===== src/rtl/bnn_pkg.sv =====
// Shared constants for the BNN accelerator: class count, FC state
// encoding, default accumulator width and the binarize threshold.
package bnn_pkg;

  localparam int N_CLASS       = 10;
  localparam int DEFAULT_ACC_W = 10;

  // FC layer state encoding
  localparam logic [1:0] FC_IDLE  = 2'd0;
  localparam logic [1:0] FC_ACCUM = 2'd1;
  localparam logic [1:0] FC_DRAIN = 2'd2;

  // Samples strictly above this value binarize to +1, everything else to -1
  localparam logic signed [4:0] BIN_THRESH = 5'sd0;

  // Returns 1 for +1, 0 for -1
  function automatic logic binarize(input logic signed [4:0] d);
    return (d > BIN_THRESH);
  endfunction

endpackage


===== src/rtl/bnn_fc_lane.sv =====
// One class lane of the binary FC layer: a signed accumulator that is
// cleared on clr and moves by +1 (x matches w) or -1 (mismatch) on en.
module bnn_fc_lane
  import bnn_pkg::*;
#(
  parameter int ACC_W = DEFAULT_ACC_W
) (
  input  logic                    clk,
  input  logic                    rstn,
  input  logic                    clr,
  input  logic                    en,
  input  logic                    x,
  input  logic                    w,
  output logic signed [ACC_W-1:0] acc
);

  logic signed [ACC_W-1:0] acc_reg;

  // XNOR-popcount update; clear has priority so a squashed sample never lands
  always_ff @(posedge clk or negedge rstn) begin
    if (!rstn) begin
      acc_reg <= '0;
    end else if (clr) begin
      acc_reg <= '0;
    end else if (en) begin
      if (x ~^ w) acc_reg <= acc_reg + ACC_W'(1);
      else        acc_reg <= acc_reg - ACC_W'(1);
    end
  end

  assign acc = acc_reg;

endmodule


===== src/rtl/bnn_fc_layer.sv =====
// Binary fully-connected output layer. Accepts N_IN pooled samples,
// binarizes them, reads one weight word per sample from an external
// synchronous ROM and accumulates ten XNOR-popcount class scores.
module bnn_fc_layer
  import bnn_pkg::*;
#(
  parameter int N_IN  = 121,
  parameter int ACC_W = DEFAULT_ACC_W,
  parameter int AW    = 7
) (
  input  logic                    clk,
  input  logic                    rstn,
  input  logic                    start,
  input  logic signed [4:0]       din,
  input  logic                    din_valid,
  output logic [AW-1:0]           w_addr,
  output logic                    w_rd_en,
  input  logic [N_CLASS-1:0]      w_data,
  output logic signed [ACC_W-1:0] fc_result_0,
  output logic signed [ACC_W-1:0] fc_result_1,
  output logic signed [ACC_W-1:0] fc_result_2,
  output logic signed [ACC_W-1:0] fc_result_3,
  output logic signed [ACC_W-1:0] fc_result_4,
  output logic signed [ACC_W-1:0] fc_result_5,
  output logic signed [ACC_W-1:0] fc_result_6,
  output logic signed [ACC_W-1:0] fc_result_7,
  output logic signed [ACC_W-1:0] fc_result_8,
  output logic signed [ACC_W-1:0] fc_result_9,
  output logic                    fc_result_valid,
  output logic                    busy
);

  // Counter is wide enough to hold N_IN itself, independent of AW
  localparam int CNT_W = $clog2(N_IN + 1);

  logic [1:0]       state_reg, state_next;
  logic [CNT_W-1:0] in_cnt_reg;
  logic             x_reg;
  logic             xv_reg;
  logic             valid_reg;
  logic             accept;
  logic             last_accept;

  logic signed [ACC_W-1:0] acc_vec [N_CLASS];

  // start always wins over a coincident sample
  assign accept      = (state_reg == FC_ACCUM) && din_valid && !start;
  assign last_accept = accept && (in_cnt_reg == CNT_W'(N_IN - 1));

  // Next-state logic; start re-arms from any state
  always_comb begin
    state_next = state_reg;
    if (start) begin
      state_next = FC_ACCUM;
    end else begin
      case (state_reg)
        FC_IDLE:  state_next = FC_IDLE;
        FC_ACCUM: if (last_accept) state_next = FC_DRAIN;
        FC_DRAIN: state_next = FC_IDLE;
        default:  state_next = FC_IDLE;
      endcase
    end
  end

  // State register
  always_ff @(posedge clk or negedge rstn) begin
    if (!rstn) state_reg <= FC_IDLE;
    else       state_reg <= state_next;
  end

  // Input counter; only start brings it back to zero
  always_ff @(posedge clk or negedge rstn) begin
    if (!rstn)       in_cnt_reg <= '0;
    else if (start)  in_cnt_reg <= '0;
    else if (accept) in_cnt_reg <= in_cnt_reg + CNT_W'(1);
  end

  // Pipeline stage aligning the binarized sample with the ROM read data
  always_ff @(posedge clk or negedge rstn) begin
    if (!rstn) begin
      x_reg  <= 1'b0;
      xv_reg <= 1'b0;
    end else begin
      xv_reg <= accept;
      if (accept) x_reg <= binarize(din);
    end
  end

  // Result pulse: registered alongside the final accumulate in DRAIN
  always_ff @(posedge clk or negedge rstn) begin
    if (!rstn) valid_reg <= 1'b0;
    else       valid_reg <= (state_reg == FC_DRAIN) && !start;
  end

  generate
    for (genvar gi = 0; gi < N_CLASS; gi++) begin : g_lane
      bnn_fc_lane #(
        .ACC_W (ACC_W)
      ) u_lane (
        .clk  (clk),
        .rstn (rstn),
        .clr  (start),
        .en   (xv_reg),
        .x    (x_reg),
        .w    (w_data[gi]),
        .acc  (acc_vec[gi])
      );
    end
  endgenerate

  assign w_addr          = AW'(in_cnt_reg);
  assign w_rd_en         = accept;
  assign fc_result_valid = valid_reg;
  assign busy            = (state_reg != FC_IDLE);

  assign fc_result_0 = acc_vec[0];
  assign fc_result_1 = acc_vec[1];
  assign fc_result_2 = acc_vec[2];
  assign fc_result_3 = acc_vec[3];
  assign fc_result_4 = acc_vec[4];
  assign fc_result_5 = acc_vec[5];
  assign fc_result_6 = acc_vec[6];
  assign fc_result_7 = acc_vec[7];
  assign fc_result_8 = acc_vec[8];
  assign fc_result_9 = acc_vec[9];

endmodule


===== config.mk =====
export PLATFORM = sky130hd
export DESIGN_NAME = bnn_fc_layer
export DESIGN_NICKNAME = d
export VERILOG_FILES = /design/src/rtl/bnn_pkg.sv /design/src/rtl/bnn_fc_lane.sv /design/src/rtl/bnn_fc_layer.sv
export SDC_FILE = /design/constraint.sdc
export NUM_CORES = 1
export LEC_CHECK = 0
export CELL_PAD_IN_SITES_DETAIL_PLACEMENT = 1
export CELL_PAD_IN_SITES_GLOBAL_PLACEMENT = 2
export CORE_ASPECT_RATIO = 0.8
export CORE_MARGIN = 10
export CORE_UTILIZATION = 43
export CTS_CLUSTER_SIZE = 25
export DETAILED_ROUTE_END_ITERATION = 16
export DONT_BUFFER_PORTS = 1
export GPL_ROUTABILITY_DRIVEN = 0
export PLACE_DENSITY_LB_ADDON = 0.1
export SYNTH_ARGS = -nofsm -noshare
export SYNTH_HDL_FRONTEND = slang
export SYNTH_HIERARCHICAL = 1
export SYNTH_SLANG_ARGS = --single-unit

===== constraint.sdc =====
create_clock -name clk -period 3.7 [get_ports clk]
set_input_delay 0.555 -clock clk [delete_from_list [all_inputs] [get_ports clk]]
set_output_delay 0.555 -clock clk [all_outputs]
set_load 0.005 [all_outputs]

==> summary by stage <==
Run status
The flow ran to the end, and the final reports show no timing, DRC or antenna violations.

Worst setup path
STA classifies the critical path startpoint as a flip-flop. At the worst endpoint, the required time is 4.00 ns. The most critical setup path has its endpoint at g_lane[3].u_lane/acc[9]$_DFFE_PN0P_.

Data on the critical path arrives at its endpoint at 3.60 ns. The critical path is of the reg2reg type. The start point of the critical path is x_reg$_DFFE_PN0P_. Of all nets on the critical path, the largest fanout is 12. The worst register-to-register path begins at x_reg$_DFFE_PN0P_.

In this run the critical register-to-register path is captured at g_lane[3].u_lane/acc[9]$_DFFE_PN0P_. The register-to-register setup slack is 0.40 ns. The depth of the most critical reg-to-reg path is 8.

The endpoint kind of the worst setup timing path is a flip-flop.

Pwr
The leakage power is between 3 and 4 nW. The worst-case IR drop observed on VDD is around 0.22 mV. For this design the ratio of total power to cell area is 473 nW/um^2.

Clock network
The latest clock arrival within the worst-skew pair is 0.36 ns. The level count of the clock H-tree is 3. The maximum buffer depth of the clock tree is 2. The number of clock buffers added by TritonCTS is 9. The TritonCTS clock tree is yes. After clock tree synthesis, the clock-pin slew on the worst setup and hold paths is 0.08 ns. The clock net in this run drives a total of 112 sinks.

The root buffer selected by CTS is sky130_fd_sc_hd__clkbuf_16. Post-CTS repair changed the size of 0 cells.

Route
The number of detailed-routing iterations run before antenna repair is 4. The per-cell routed wire length is 20.5 um. In this run, the number of DRC markers left after iteration 0 of detailed routing was 336.

After detailed routing, the number of vias per cell comes to 6.12. The detail route stage leaves a number of antenna-violating nets equal to 0. The routed layout has 6666 vias. The wire length reported by the detailed router is 22300 um. The number of DRC violations after detailed routing is 0.

STA
Adding up every negative setup slack in the final design gives 0 ns. The number of pins with negative max-slew slack in the final report came to 0. Timing would allow up to 303 MHz. Setup repair after global routing left no endpoint under its margin.

The final setup skew is 0.0114 ns. The final cycle utilization of the critical path is between 80% and 90%. On the final layout, the worst hold slack is ~0.13 ns.

The count of final setup violators is 0. At the pin with the least slew margin, the transition time is 0.979 ns. The final hold violation count is 0. The minimum clock period after layout is about 3.3 ns.

The worst relative slew slack is 34.3%.

Floorplan
For this configuration, the core starts out at a cell density of 43.8%. In this run the count of I/O pins placed on the die edge is 129. The region available for standard cell placement spans 18200 um^2. The die height is 142 um. The die span in x is 172 um. The floorplan die area is 24400 um^2. The row count is 44.

Global routing
The via count of the first global-routing pass is 6705. The first global-routing pass estimated 36700 um of wire. Entering global routing, the biggest net connects 145 pins. The initial antenna violation count is 0. The overall overflow remaining after global route is 0.

The total global routing track utilization is a little under a fifth.

Final layout
The flip-flop count of the largest register, all copies and words added is 100. For this run, the share of the core covered by cells in the final layout is between 40% and 50%. The fraction of layout cells with a size suffix above 1 is 8.26%.

The final net count is 906. The layout overhead on the synthesized area is 3.13%. The antenna diode instance count is 0. After routing the design area is 8210 um^2.

Flow run
The number of maximum-capacitance violations is 0.

Place
The count of buffers from port buffering is 0. Summed over all nets, the half-perimeter wirelength after detailed placement is 15400 um. The total placed instance area is 7850 um^2.

Synth
The number of standard cells after synthesis is ~900. The sequential cell area fraction in the yosys report is about a third. The count of flip-flops with a built-in enable after synthesis is 0. Yosys printed 6 warnings. The dominant synthesized flop cell is sky130_fd_sc_hd__dfrtp_1. The average instance area after synthesis is 8.99 um^2.

The post-synthesis cell area is about 8000 um^2. The number of synthesized register bits is 112. The number of different library cells in the post-synthesis netlist is 46.

The post-synthesis net count is 936. In the synthesized netlist the async set-or-reset flop fraction comes to 100%.

Worst hold path
The min-delay analysis places its worst path in the category in2async.
power by group:
group | switching (mW) | internal (mW)
Sequential | 0.269 | 1.34
Combinational | 0.667 | 0.508
Clock | 0.483 | 0.616
Total | 1.42 | 2.46
synth_stat cells (all sizes together) (11+ instances only):
cell	n	share of area, %
nor2b	11	0.86
nor3	32	2.0
xnor2	42	4.6
inv	35	1.7
nor2	135	6.4
or3	12	1.6
o21ai	83	5.2
nand4	40	3.1
a21oi	33	2.1
ha	32	5.0
dfrtp	112	35
nor4	22	1.7
buf	40	5.3
nand3	12	0.75
nand2	22	1.0
clkbuf	11	0.52
mux2	11	1.6
o311ai	11	1.2
mux2i	11	1.4
xor2	50	5.5
placed cells by master, fill, tap and decap left out, drive strengths merged, types with 11 or more instances in the layout:
cell type  synthesis  layout
nor2             135     135
dfrtp            112     112
o21ai             83      83
xor2              50      50
xnor2             42      42
nand4             40      40
inv               35      36
a21oi             33      33
nor3              32      32
ha                32      32
nor4              22      22
nand2             22      22
nand3             12      12
or3               12      12
mux2i             11      11
o311ai            11      11
nor2b             11      11
mux2              11      11
per-layer routing:
layer  global-route usage [%]  share of wire [%]  vias to the layer above
met4                     4.17                1.2                        0
met5                        0                  0                        -
li1                         -                  -                     3164
met2                     28.9                 46                      123
met1                     23.4                 46                     3360
met3                     6.93                7.6                       19
worst min-delay path by stage:
stage,start,endpoint,slack [ns]
floorplan,rstn,fc_result_valid$_DFF_PN0_,0.26
global placement,rstn,g_lane[1].u_lane/acc[2]$_DFFE_PN0P_,0.26
detailed placement,rstn,g_lane[1].u_lane/acc[2]$_DFFE_PN0P_,0.26
CTS,rstn,g_lane[8].u_lane/acc[6]$_DFFE_PN0P_,0.17
global route,rstn,g_lane[1].u_lane/acc[1]$_DFFE_PN0P_,0.17
finish,rstn,g_lane[1].u_lane/acc[1]$_DFFE_PN0P_,0.13
cells by family (layout without fill, tap and decap cells):
kind of cell | Yosys count | after routing | share of synthesized area (%)
AOI/OAI and AO/OA | 209 | 209 | 17.4
muxes | 22 | 22 | 2.94
and+or+nand+nor | 332 | 332 | 21.8
adders and majority gates | 32 | 32 | 5.03
xor gates and xnor gates | 92 | 92 | 10.1
buffers and inverters | 86 | 61 | 7.51
DFF | 112 | 112 | 35.2
through the flow:
step | setup slack [ns] | instances | power [mW]
final | 0.400 | 1090 | 3.88
after global routing | 0.0752 | 1090 | 4.18
after CTS | 0.350 | 1090 | 3.94
after detailed placement | 0.412 | 1073 | 2.77
after global placement | 0.524 | 1073 | 2.72
after floorplan | 1.18 | 885 | 2.55
cell type report:
class / instances / area [um^2]
fill: 2137 / 9960
multi-input combinational: 687 / 4560
sequential: 112 / 2810
tap: 230 / 288
clock buffer: 10 / 239
inverter: 35 / 131
timing repair buffer: 10 / 95.1
clock inverter: 6 / 90.1
repair_timing:
item | 4_1_cts | 5_1_grt
hold buffers | 1 | 0
setup buffers | 0 | 0
hold endpoints to repair | 112 | 0
critical path, stage by stage (launching register included):
cell and delay [ns]:
sky130_fd_sc_hd__dfrtp_1 0.68, sky130_fd_sc_hd__xnor2_1 0.92, sky130_fd_sc_hd__inv_2 0.24, sky130_fd_sc_hd__ha_1 0.43, sky130_fd_sc_hd__nand4_1 0.16, sky130_fd_sc_hd__o311ai_0 0.31, sky130_fd_sc_hd__o2111ai_1 0.19, sky130_fd_sc_hd__xor2_1 0.21
sky130_fd_sc_hd__nor2_1 0.09
No activity file was read; power rests on OpenSTA's default activity.
==> variant, RTL diff (config.mk and constraints unchanged) <==
Remove the register `valid_reg`: a continuous assignment takes its place, so the output `fc_result_valid` follows one clock earlier.
--- a/src/rtl/bnn_fc_layer.sv
+++ b/src/rtl/bnn_fc_layer.sv
@@ -89,6 +89,3 @@
   // Result pulse: registered alongside the final accumulate in DRAIN
-  always_ff @(posedge clk or negedge rstn) begin
-    if (!rstn) valid_reg <= 1'b0;
-    else       valid_reg <= (state_reg == FC_DRAIN) && !start;
-  end
+  assign valid_reg = (state_reg == FC_DRAIN) && !start;
 
Function: same outputs for any inputs over 4 cycles, from zero or initial values and one cycle with rstn low; that may be too few to reach the edited logic, so the function may still have changed.
==> variant against the original RTL <==
Sequential cell count fell by 1. Largest power group unchanged. Sequential share of layout area fell by 0.071 points. Utilization fell by 0.17 points. Global-route usage fell by 0.20 points. Final area fell by 0.69%. Routed wire length rose by 0.60%. Hold slack got worse by 38 ps. Synthesized area fell by 0.31%. Critical path type unchanged. Worst setup slack got worse by 12 ps. Total power fell by 3.9%. Clock skew fell by 2.3 ps. Synthesized cell count fell by 0.11%.
==> variant: results (changes against the original RTL) <==
Cells taking the most area after synthesis: sky130_fd_sc_hd__dfrtp_1, sky130_fd_sc_hd__nor2_1, sky130_fd_sc_hd__xor2_1, sky130_fd_sc_hd__ha_1, sky130_fd_sc_hd__xnor2_1 (unchanged). The post-route standard cell area excluding fillers came to 0.00815 mm^2 (was 0.00821 mm^2). Outcome: completed (unchanged). The worst setup slack before clock tree synthesis came out at 468 ps (was 412 ps). The cell count after synthesis was 884 (was 885).

The end of the worst register-to-register path was g_lane[2].u_lane/acc[9] (was g_lane[3].u_lane/acc[9]). The fill cell total of the finished layout came to 2136 (was 2137). The number of cells traversed by the worst register-to-register path is 9 (was 8). The worst hold margin is 89.4 ps (was 128 ps). The number of antenna violations at the first check in global routing is 0 (unchanged). The endpoint arrival time on the critical path came out at 3590 ps (was 3600 ps). The switching portion of total power came out at 0.374 (was 0.366). The global router's overall resource usage came out at 0.182 (was 0.184). The global-route met3 utilization came out at 0.0554 (was 0.0693).

The adder-cell share of the synthesized area is 0.0505 (was 0.0503). The layout cell share with drive strength beyond 1 is 0.0814 (was 0.0826). The first-pass GRT wire length is 36.6 mm (was 36.7 mm). The worst IR drop on VDD came out at 210 uV (was 222 uV). The total leakage power came out at 0.00329 uW (was 0.00332 uW). The clock skew is 9.14 ps (was 11.4 ps).

The share of synthesized area spent on multiplexers is 0.0295 (was 0.0294). The number of DRC markers after the initial detailed-route iteration is 398 (was 336). The met1 track demand over resource was 0.235 (was 0.234). The post-synthesis async set-or-reset flop share came out at 1.00 (unchanged). The half-perimeter wire length after detailed placement came to 15.7 mm (was 15.4 mm). The average detailed-routed wire length per instance was 20.6 um (was 20.5 um).

The met2 routing resource usage after global routing came to 0.293 (was 0.289). The number of buffers between clock root and the deepest sink is 2 (unchanged). The post-synth net total is 935 (was 936).

The post-synthesis compound-gate area fraction is 0.174 (about the same). The number of DRC violations after detailed routing was 0 (unchanged). The combinational cell fraction of total power was 0.322 (was 0.303). The sequential cell area fraction in the yosys report came out at 0.350 (was 0.352).

Most used standard cells in the synthesized netlist: sky130_fd_sc_hd__nor2_1, sky130_fd_sc_hd__dfrtp_1, sky130_fd_sc_hd__o21ai_0 (unchanged). The relative slew slack is 0.284 (was 0.343). The clock network power came out at 943 uW (was 1100 uW). The number of global-route vias before repair came to 6765 (was 6705).

The synthesized-area fraction occupied by xor and xnor cells came out at 0.102 (was 0.101). The area after detailed placement is 0.00785 mm^2 (about the same). The total vias in the final route came out at 6657 (was 6666).
==> variant: changes by cell type after synthesis, sizes merged <==
cell | before | now
dfrtp | 112 | 111
==> variant: area by class of cell <==
| type | count | area share |
|---|---|---|
| sequential | 111 | 0.341 |
| tap | 230 | 0.0353 |
| clock inverter | 3 | 0.00215 |
| clock buffer | 13 | 0.0319 |
| multi-input combinational | 687 | 0.559 |
| timing repair buffer | 11 | 0.0141 |
| inverter | 35 | 0.0161 |
==> variant: how the worst max path moves through the flow <==
| stage | cells past startpoint | from | end | slack (ps) |
|---|---|---|---|---|
| CTS | 9 | x_reg | g_lane[2].u_lane/acc[9] | 410 |
| global placement | 8 | x_reg | g_lane[2].u_lane/acc[6] | 690 |
| floorplan | 8 | x_reg | g_lane[8].u_lane/acc[8] | 1180 |
| detailed placement | 9 | x_reg | g_lane[2].u_lane/acc[9] | 470 |
| finish | 9 | x_reg | g_lane[2].u_lane/acc[9] | 390 |
| global route | 9 | x_reg | g_lane[2].u_lane/acc[9] | 90 |
==> variant: routing by layer <==
layer | vias to the layer above | share of wire | routed length (um)
met2 | 125 | 0.47 | 10500
met3 | 13 | 0.067 | 1510
met4 | 0 | 0.0088 | 198
met1 | 3356 | 0.46 | 10300
li1 | 3163 | - | -
met5 | - | 0 | 0
==> variant: worst max-delay path: stages, from the launching register on <==
cell and delay (ps):
sky130_fd_sc_hd__dfrtp_1 490, sky130_fd_sc_hd__buf_4 220, sky130_fd_sc_hd__xnor2_1 830, sky130_fd_sc_hd__inv_2 260, sky130_fd_sc_hd__ha_1 460, sky130_fd_sc_hd__nand4_1 180
sky130_fd_sc_hd__o311ai_0 330, sky130_fd_sc_hd__o2111ai_1 180, sky130_fd_sc_hd__xor2_1 190, sky130_fd_sc_hd__nor2_1 100
